===== src/rtl/audio_pkg.sv =====
// audio_pkg: shared widths, sample type and mix helper for the I2S transmitter
package audio_pkg;
  localparam int SAMPLE_W = 16;
  localparam int IN_W = 15;
  localparam int FRAME_W = 9;
  localparam int SLOT_W = 5;
  typedef logic signed [SAMPLE_W-1:0] sample_t;
  function automatic sample_t mix_fn(sample_t a, sample_t b);
    logic signed [SAMPLE_W+1:0] t;
    t = ((SAMPLE_W+2)'(a) <<< 1) + (SAMPLE_W+2)'(a) + (SAMPLE_W+2)'(b);
    return SAMPLE_W'(t >>> 2);
  endfunction
endpackage


===== src/rtl/audio_i2s_tx_if.sv =====
// audio_i2s_tx_if: sample inputs and CODEC-side serial/clock outputs
interface audio_i2s_tx_if;
  import audio_pkg::*;
  logic [IN_W-1:0] ldata;
  logic [IN_W-1:0] rdata;
  logic exchan;
  logic mix;
  logic sample_stb;
  logic aud_xck;
  logic aud_bclk;
  logic aud_daclrck;
  logic aud_dacdat;
  modport master (
    input ldata, rdata, exchan, mix,
    output sample_stb, aud_xck, aud_bclk, aud_daclrck, aud_dacdat
  );
  modport slave (
    output ldata, rdata, exchan, mix,
    input sample_stb, aud_xck, aud_bclk, aud_daclrck, aud_dacdat
  );
endinterface


===== src/rtl/audio_i2s_shifter.sv =====
// audio_i2s_shifter: 16-bit MSB-first shift register, time-shared by both channels
module audio_i2s_shifter
  import audio_pkg::*;
(
  input  logic    clk,
  input  logic    rst,
  input  logic    load,
  input  logic    shift,
  input  sample_t din,
  output logic    msb
);
  sample_t sh;
  always_ff @(posedge clk)
    if (rst) sh <= '0;
    else if (load) sh <= din;
    else if (shift) sh <= {sh[SAMPLE_W-2:0], 1'b0};
  assign msb = sh[SAMPLE_W-1];
endmodule


===== src/rtl/audio_i2s_tx.sv =====
// audio_i2s_tx: WM8731 I2S transmitter, clk/512 frames; define AUDIO_MIX_EN to compile in the centred mix
module audio_i2s_tx
  import audio_pkg::*;
(
  input logic clk,
  input logic rst,
  audio_i2s_tx_if.master bus
);
  logic [FRAME_W-1:0] cnt;
  logic [SLOT_W-1:0] slot;
  sample_t l_q, r_q, l_w, r_w, l_n, r_n;
  logic stb_q, dat_q, msb;
  assign slot = cnt[7:3];
  always_comb begin
    l_w = bus.exchan ? {bus.rdata, 1'b0} : {bus.ldata, 1'b0};
    r_w = bus.exchan ? {bus.ldata, 1'b0} : {bus.rdata, 1'b0};
`ifdef AUDIO_MIX_EN
    l_n = bus.mix ? mix_fn(l_w, r_w) : l_w;
    r_n = bus.mix ? mix_fn(r_w, l_w) : r_w;
`else
    l_n = l_w;
    r_n = r_w;
`endif
  end
  // strobe is registered one cycle early so it is high exactly on the capture cycle
  always_ff @(posedge clk)
    if (rst) begin
      cnt <= '0;
      l_q <= '0;
      r_q <= '0;
      stb_q <= 1'b0;
      dat_q <= 1'b0;
    end else begin
      cnt <= cnt + 1'b1;
      stb_q <= cnt == FRAME_W'(510);
      if (&cnt) begin
        l_q <= l_n;
        r_q <= r_n;
      end
      if (&cnt[2:0]) dat_q <= msb;
    end
  audio_i2s_shifter u_shifter (
    .clk(clk),
    .rst(rst),
    .load(slot == '0 && cnt[2:0] == '0),
    .shift(&cnt[2:0]),
    .din(cnt[8] ? r_q : l_q),
    .msb(msb)
  );
  assign bus.sample_stb = stb_q;
  assign bus.aud_xck = cnt[0];
  assign bus.aud_bclk = cnt[2];
  assign bus.aud_daclrck = cnt[8];
  assign bus.aud_dacdat = dat_q;
endmodule


===== src/flat_wrapper.sv =====
// flat-port wrapper written by rule: the top's interface ports become plain ports
module audio_i2s_tx_flat import audio_pkg::*;
  (clk, rst, bus_ldata, bus_rdata, bus_exchan, bus_mix, bus_sample_stb, bus_aud_xck, bus_aud_bclk, bus_aud_daclrck, bus_aud_dacdat);
  audio_i2s_tx_if bus_i ();
  input logic clk;
  input logic rst;
  input wire logic [$bits(bus_i.ldata)-1:0] bus_ldata;
  input wire logic [$bits(bus_i.rdata)-1:0] bus_rdata;
  input wire logic [$bits(bus_i.exchan)-1:0] bus_exchan;
  input wire logic [$bits(bus_i.mix)-1:0] bus_mix;
  output wire logic [$bits(bus_i.sample_stb)-1:0] bus_sample_stb;
  output wire logic [$bits(bus_i.aud_xck)-1:0] bus_aud_xck;
  output wire logic [$bits(bus_i.aud_bclk)-1:0] bus_aud_bclk;
  output wire logic [$bits(bus_i.aud_daclrck)-1:0] bus_aud_daclrck;
  output wire logic [$bits(bus_i.aud_dacdat)-1:0] bus_aud_dacdat;
  assign bus_i.ldata = bus_ldata;
  assign bus_i.rdata = bus_rdata;
  assign bus_i.exchan = bus_exchan;
  assign bus_i.mix = bus_mix;
  assign bus_sample_stb = bus_i.sample_stb;
  assign bus_aud_xck = bus_i.aud_xck;
  assign bus_aud_bclk = bus_i.aud_bclk;
  assign bus_aud_daclrck = bus_i.aud_daclrck;
  assign bus_aud_dacdat = bus_i.aud_dacdat;
  audio_i2s_tx u_core (.clk(clk), .rst(rst), .bus(bus_i));
endmodule

===== config.mk =====
export PLATFORM = sky130hd
export DESIGN_NAME = audio_i2s_tx_flat
export DESIGN_NICKNAME = d
export VERILOG_FILES = /design/src/rtl/audio_pkg.sv /design/src/rtl/audio_i2s_tx_if.sv /design/src/rtl/audio_i2s_shifter.sv /design/src/rtl/audio_i2s_tx.sv /design/src/flat_wrapper.sv
export SDC_FILE = /design/constraint.sdc
export NUM_CORES = 1
export LEC_CHECK = 0
export BUFFER_PORTS_ARGS = -buffer_cell sky130_fd_sc_hd__buf_4
export CAP_MARGIN = 10
export CORE_MARGIN = 5
export CORE_UTILIZATION = 46
export DETAILED_ROUTE_END_ITERATION = 8
export PLACE_DENSITY = 0.72
export SETUP_SLACK_MARGIN = 0.5
export SYNTH_ARGS = -nofsm -noshare
export SYNTH_HDL_FRONTEND = slang
export SYNTH_SLANG_ARGS = --single-unit

===== constraint.sdc =====
create_clock -name clk -period 1.5 [get_ports clk]
set_input_delay 0.225 -clock clk [delete_from_list [all_inputs] [get_ports clk]]
set_output_delay 0.225 -clock clk [all_outputs]
set_load 0.02 [all_outputs]

# Yosys cells after proc, flatten, opt, wreduce, memory -nomap -nowiden

Cells that the tools add are included.

Add/subtract/negate cells: 1
Eq/ne operators: 1
Multiplexer cells: 5
Reduce and logical (&&, ||, !) cells: 6

Operators by type and width:

| operator            | number |
|---|---|
| $mux 16             | 5 |
| $add 9x1->9 const B | 1 |
| $eq 9x9->1 const B  | 1 |
| $reduce_and 9->1    | 1 |
| $logic_not 5->1     | 1 |
| $logic_not 3->1     | 1 |
| $reduce_and 3->1    | 1 |
| $reduce_bool 2->1   | 1 |
| $logic_and 1x1->1   | 1 |

Register bits after elaboration: 59
Bits of input ports: 34
Word-level logic and storage cells: 19

# Longest topological paths before layout

Depth after elaboration: 3
Mapped depth: 8

# Cells and area by module

From an unflattened synthesis, not the netlist that was laid out.

Cell total of the unflattened synthesis: 276
Area total of the unflattened synthesis: 2763.9 sq um

By module, submodules not included:

| module            | instances | cells an instance | area each (sq um) | sequential area each (sq um) |
|---|---|---|---|---|
| audio_i2s_tx      | 1         | 205               | 1999.4            | 820.8 |
| audio_i2s_shifter | 1         | 71                | 764.5             | 320.3 |

# Worst setup path before layout

Ideal clock, no wire load.

Kind: flip-flop to flip-flop
Start point: reg u_core.cnt[0]
End point: reg u_core.r_q[10]
Library setup time: 0.086 ns
Arrival: 1.811 ns
Required time: 1.414 ns
Slack: -0.397 ns
Stages on the path, launching flop included: 9
Buffers on the path: 2
Clock period less this slack: 1.897 ns
Cells stage by stage: dfxtp_1 -> ha_1 -> nand3_1 -> nor2_1 -> ha_1 -> clkbuf_1 -> clkbuf_1 -> nor2_1 -> a211oi_1

Cells in the longest elaborated chain, start to end: 1

Ends and longest elaborated chain:

| what                   | RTL line           | text |
|---|---|---|
| from (decl)            | audio_i2s_tx.sv:9  | `logic [FRAME_W-1:0] cnt;` |
| from (signal assigned) | audio_i2s_tx.sv:34 | `cnt <= cnt + 1'b1;` |
| $reduce_and 9->1       | audio_i2s_tx.sv:36 | `if (&cnt) begin` |
| to (signal assigned)   | audio_i2s_tx.sv:38 | `r_q <= r_n;` |
| to (decl)              | audio_i2s_tx.sv:11 | `sample_t l_q, r_q, l_w, r_w, l_n, r_n;` |

Every way passes these cells.
A chain may end at the register's enable or synchronous reset.

# Final worst setup path

Start point: reg u_core.cnt[1]
End point: reg u_core.u_shifter.sh[4]

Cells in the longest elaborated chain, start to end: 3
Elaborated cells between the ends (all ways): 5

Ends and longest elaborated chain:

| what                                                | RTL line                | text |
|---|---|---|
| $logic_not 3->1                                     | audio_i2s_tx.sv:45      | `.load(slot == '0 && cnt[2:0] == '0),` |
| $logic_and 1x1->1                                   | audio_i2s_tx.sv:45      |  |
| $mux 16 / $reduce_bool 2->1 (equally long branches) | -                       |  |
| to (signal assigned)                                | audio_i2s_shifter.sv:15 | `else if (load) sh <= din;` |
| to (signal assigned)                                | audio_i2s_shifter.sv:16 | `else if (shift) sh <= {sh[SAMPLE_W-2:0], 1'b0};` |
| to (decl)                                           | audio_i2s_shifter.sv:12 | `sample_t sh;` |

Parallel ways exist; a longest one is shown, timed or not.

==> impl_results.md <==
- Root cell of the clock tree: sky130_fd_sc_hd__clkbuf_8
- Detail Route met3 WL: 347 um
- Detailed Routing Iterations Pass 1: 4
- Total core area: roughly 5600 sq um
- F_max: 624 MHz
- Relative contribution of sequential cells to total power: between 50% and 60%
- Total clock buffers created by CTS: 5
- Remaining max-slew budget at the tightest pin: 68.7%
- Synthesized netlist cell count: around 270
- Classification of the worst-slack hold path: in -> reg
- Yosys warning total: 0
- Clock tree from TritonCTS: done
- Top-Level Pins: 39
- Max H-tree Level: 2
- Power per unit of standard cell area: 780 nW/um^2
- Inserted Diodes: 0
- Net switching power: 0.000773 W
- Final Hold Fails: 0
- Run status: finished, violations left
- WL final: about 7100 um
- Post-synthesis instance area: ~2700 sq um
- Synth Area per Inst: a little under 10 sq um
- Launching element type of the critical path: flip-flop
- Element type at the critical path end: flip-flop
- Final-report max-slew violation count: 0
- Setup repair after global routing missed its margin: true
- Starting DRT DRC Count: ~140
- Total length of routed met2 wires: approximately 3600 um
- Number of setup violations in the final report: 33
- Minimum hold slack: ~220 ps
- Horizontal die dimension: ~86 um
- Via total after detailed routing: about 2,300
- Maxcap violations: 0
- Final critical path time including I/O delays and setup: around 1600 ps
- Starting density of the core: around half
- Residual DRC count: 0
- Finished Layout Cells: approximately 400
- Wire length of the first global-routing pass: between 10,000 and 15,000 um
- Setup CP Type: reg -> reg
- Fraction of power consumed by combinational cells: around a fifth
- Net count of the mapped netlist: 310
- Clock share of power: 28.1%
- Number of placed cells counting well taps: between 300 and 400
- Antenna violations before repair: 0
- Post-route core utilization: between 60% and 70%
- Die area: 7450 sq um
- Arrival @ worst endpoint: around 1800 ps
- Synthesized flop and latch total: between 50 and 60
- WL/cell: 17.4 um
- Worst Path Required: about 1700 ps
- Wire length the detailed router placed on met1: 2970 um
- CTS Sinks: 56
- Fraction of final layout cells sized beyond drive strength 1: 44.9%
- Routability Congestion: 0.738
- Number of vias per cell: just under 6
- Skew final: 5.00 ps
- Maximum vdd drop: roughly 0.59 mV
- Commonest non-fill, non-tap cells in the layout: sky130_fd_sc_hd__buf_4 (56), sky130_fd_sc_hd__dfxtp_1 (48), sky130_fd_sc_hd__mux2i_1 (46)
- All-Layer GR Usage: 18.1%
- Slew at the pin with the worst max-slew slack: 470 ps
- Leak: 1.43 nW
- Top metal layer carrying routed signals: met4
- Cell variety after synth: 28
- Input/output buffers: 37
- Vias in the first global route: around 2,300
- Fraction of power spent switching nets: approximately 26%
- Final-stage net count: about 370
- Global-route congestion overflow total: 0
- Clock Latency Late Sink: a little over 300 ps
- Internal portion of total power: 0.00222 W
- Most frequent standard cell in the layout excluding fill and tap cells: sky130_fd_sc_hd__buf_4
- Worst-case clock buffer depth: 2
- Violations in the final reports: setup timing
- Clock Pin Slew Worst Setup and Hold Paths: approximately 90 ps
- Die Y-Extent: 86.3 um
- Antenna Violating Nets Remaining: 0
- Part of the Yosys area used for sequential elements: 41.9%
- Largest net degree at the start of global routing: 31
- Largest driver fanout on the critical path: 7
- Layout Area Growth over Synthesis: 43.2%
- Post-layout power: between 0.002 and 0.003 W
- Post-route worst setup slack: -102 ps
- Detail Placement HPWL: 3790 um
- Fin crit share: 107%
- Cell row count: 27
==> through the flow <==
step	worst slack [ps]	cell area [sq um]	setup TNS (ps)
finish	-102	3830	-830
floorplan	-40.6	2830	-1130
CTS	-3.65	3690	-6.38
detailed placement	-95.2	3220	-2340
global placement	-74.1	3220	-1600
global route	-174	3830	-4500
==> power by group through the flow <==
stage | Sequential, W | Clock, W | Combinational [W]
after global routing | 0.00158 | 0.000923 | 0.000616
after global placement | 0.00160 | 0 | 0.000431
after CTS | 0.00157 | 0.000853 | 0.000537
after floorplan | 0.00160 | 0 | 0.000306
after detailed placement | 0.00160 | 0 | 0.000443
final | 0.00158 | 0.000842 | 0.000571
==> area by class of cell <==
type / instances / area [sq um]
Fill cell: 402 / 1740
Timing Repair Buffer: 81 / 803
Multi-Input combinational cell: 186 / 1700
Inverter: 3 / 16.3
Tap cell: 72 / 90.1
Clock buffer: 8 / 90.1
Sequential cell: 56 / 1140
==> metal layers <==
metal,up-vias,global-route usage [%]
met5,-,0
met2,67,31.9
met4,0,5.52
li1,1127,-
met1,1139,21.8
met3,10,4.09
==> synthesized netlist by cell type <==
library cell / count / share of area (%)
sky130_fd_sc_hd__nor3b_1: 1 / 0.28
sky130_fd_sc_hd__mux2i_1: 46 / 17
sky130_fd_sc_hd__nand2_1: 1 / 0.14
sky130_fd_sc_hd__inv_1: 3 / 0.42
sky130_fd_sc_hd__clkbuf_1: 15 / 2.1
sky130_fd_sc_hd__nand3_1: 3 / 0.56
sky130_fd_sc_hd__or3_1: 3 / 0.70
sky130_fd_sc_hd__mux2_4: 1 / 0.56
sky130_fd_sc_hd__xnor2_1: 1 / 0.33
sky130_fd_sc_hd__nor3_1: 1 / 0.19
sky130_fd_sc_hd__buf_4: 1 / 0.28
sky130_fd_sc_hd__a21oi_1: 3 / 0.56
sky130_fd_sc_hd__nor4b_4: 1 / 0.89
sky130_fd_sc_hd__and2_1: 1 / 0.23
sky130_fd_sc_hd__nor2b_1: 17 / 4.0
sky130_fd_sc_hd__buf_8: 1 / 0.56
sky130_fd_sc_hd__buf_6: 2 / 0.84
sky130_fd_sc_hd__o21ai_0: 3 / 0.56
sky130_fd_sc_hd__nor3_2: 1 / 0.37
sky130_fd_sc_hd__buf_2: 7 / 1.3
sky130_fd_sc_hd__dfxtp_1: 56 / 42
sky130_fd_sc_hd__a211oi_1: 40 / 11
sky130_fd_sc_hd__a211oi_2: 4 / 1.9
sky130_fd_sc_hd__nor2_1: 36 / 5.0
sky130_fd_sc_hd__ha_1: 5 / 2.3
sky130_fd_sc_hd__a221oi_1: 14 / 4.6
sky130_fd_sc_hd__xor2_1: 1 / 0.33
sky130_fd_sc_hd__nand4_1: 3 / 0.70
==> logic make-up (layout without fill, tap and decap cells) <==
logic type	Yosys count	in the layout	synth area share [%]
xor+xnor	2	2	0.654
buf+inv	29	92	5.51
simple gates	68	68	13.1
mux	47	47	17.8
fa+ha+maj	5	5	2.34
compound gates	64	64	18.8
flops	56	56	41.9
==> state kept, by name, summed over array words and instances, names as in the netlist <==
register               cells
u_core.cnt                 9
u_core.r_q                15
u_core.bus.aud_dacdat      1
u_core.u_shifter.sh       15
u_core.l_q                15
u_core.bus.sample_stb      1
==> worst max-delay path, cell delays in order, from the launching register on <==
cell,delay [ps]
sky130_fd_sc_hd__dfxtp_2,350
sky130_fd_sc_hd__buf_6,130
sky130_fd_sc_hd__inv_4,50
sky130_fd_sc_hd__ha_4,120
sky130_fd_sc_hd__nor4b_4,260
sky130_fd_sc_hd__buf_4,180
sky130_fd_sc_hd__buf_8,130
sky130_fd_sc_hd__a221oi_2,70
sky130_fd_sc_hd__a211oi_1,220
==> path summary, 6_finish.rpt <==
check / cells after the start / start / slack [ps] / end
worst max-delay path: 8 / u_core.cnt[1] / -100 / u_core.u_shifter.sh[4]
worst min-delay path: 2 / rst / 220 / u_core.cnt[5]
worst max register to register: 8 / u_core.cnt[1] / -100 / u_core.u_shifter.sh[4]
worst min register to register: 2 / u_core.r_q[9] / 490 / u_core.r_q[9]
==> repair_timing <==
action	4_1_cts	5_1_grt
hold buffers	0	0
cloned	4	3
setup endpoints to repair	57	59
endpoints found under the hold margin	0	0
setup buffers	7	2
pin swaps	22	8
resized for setup	58	16
No activity file was read; power rests on OpenSTA's default activity.
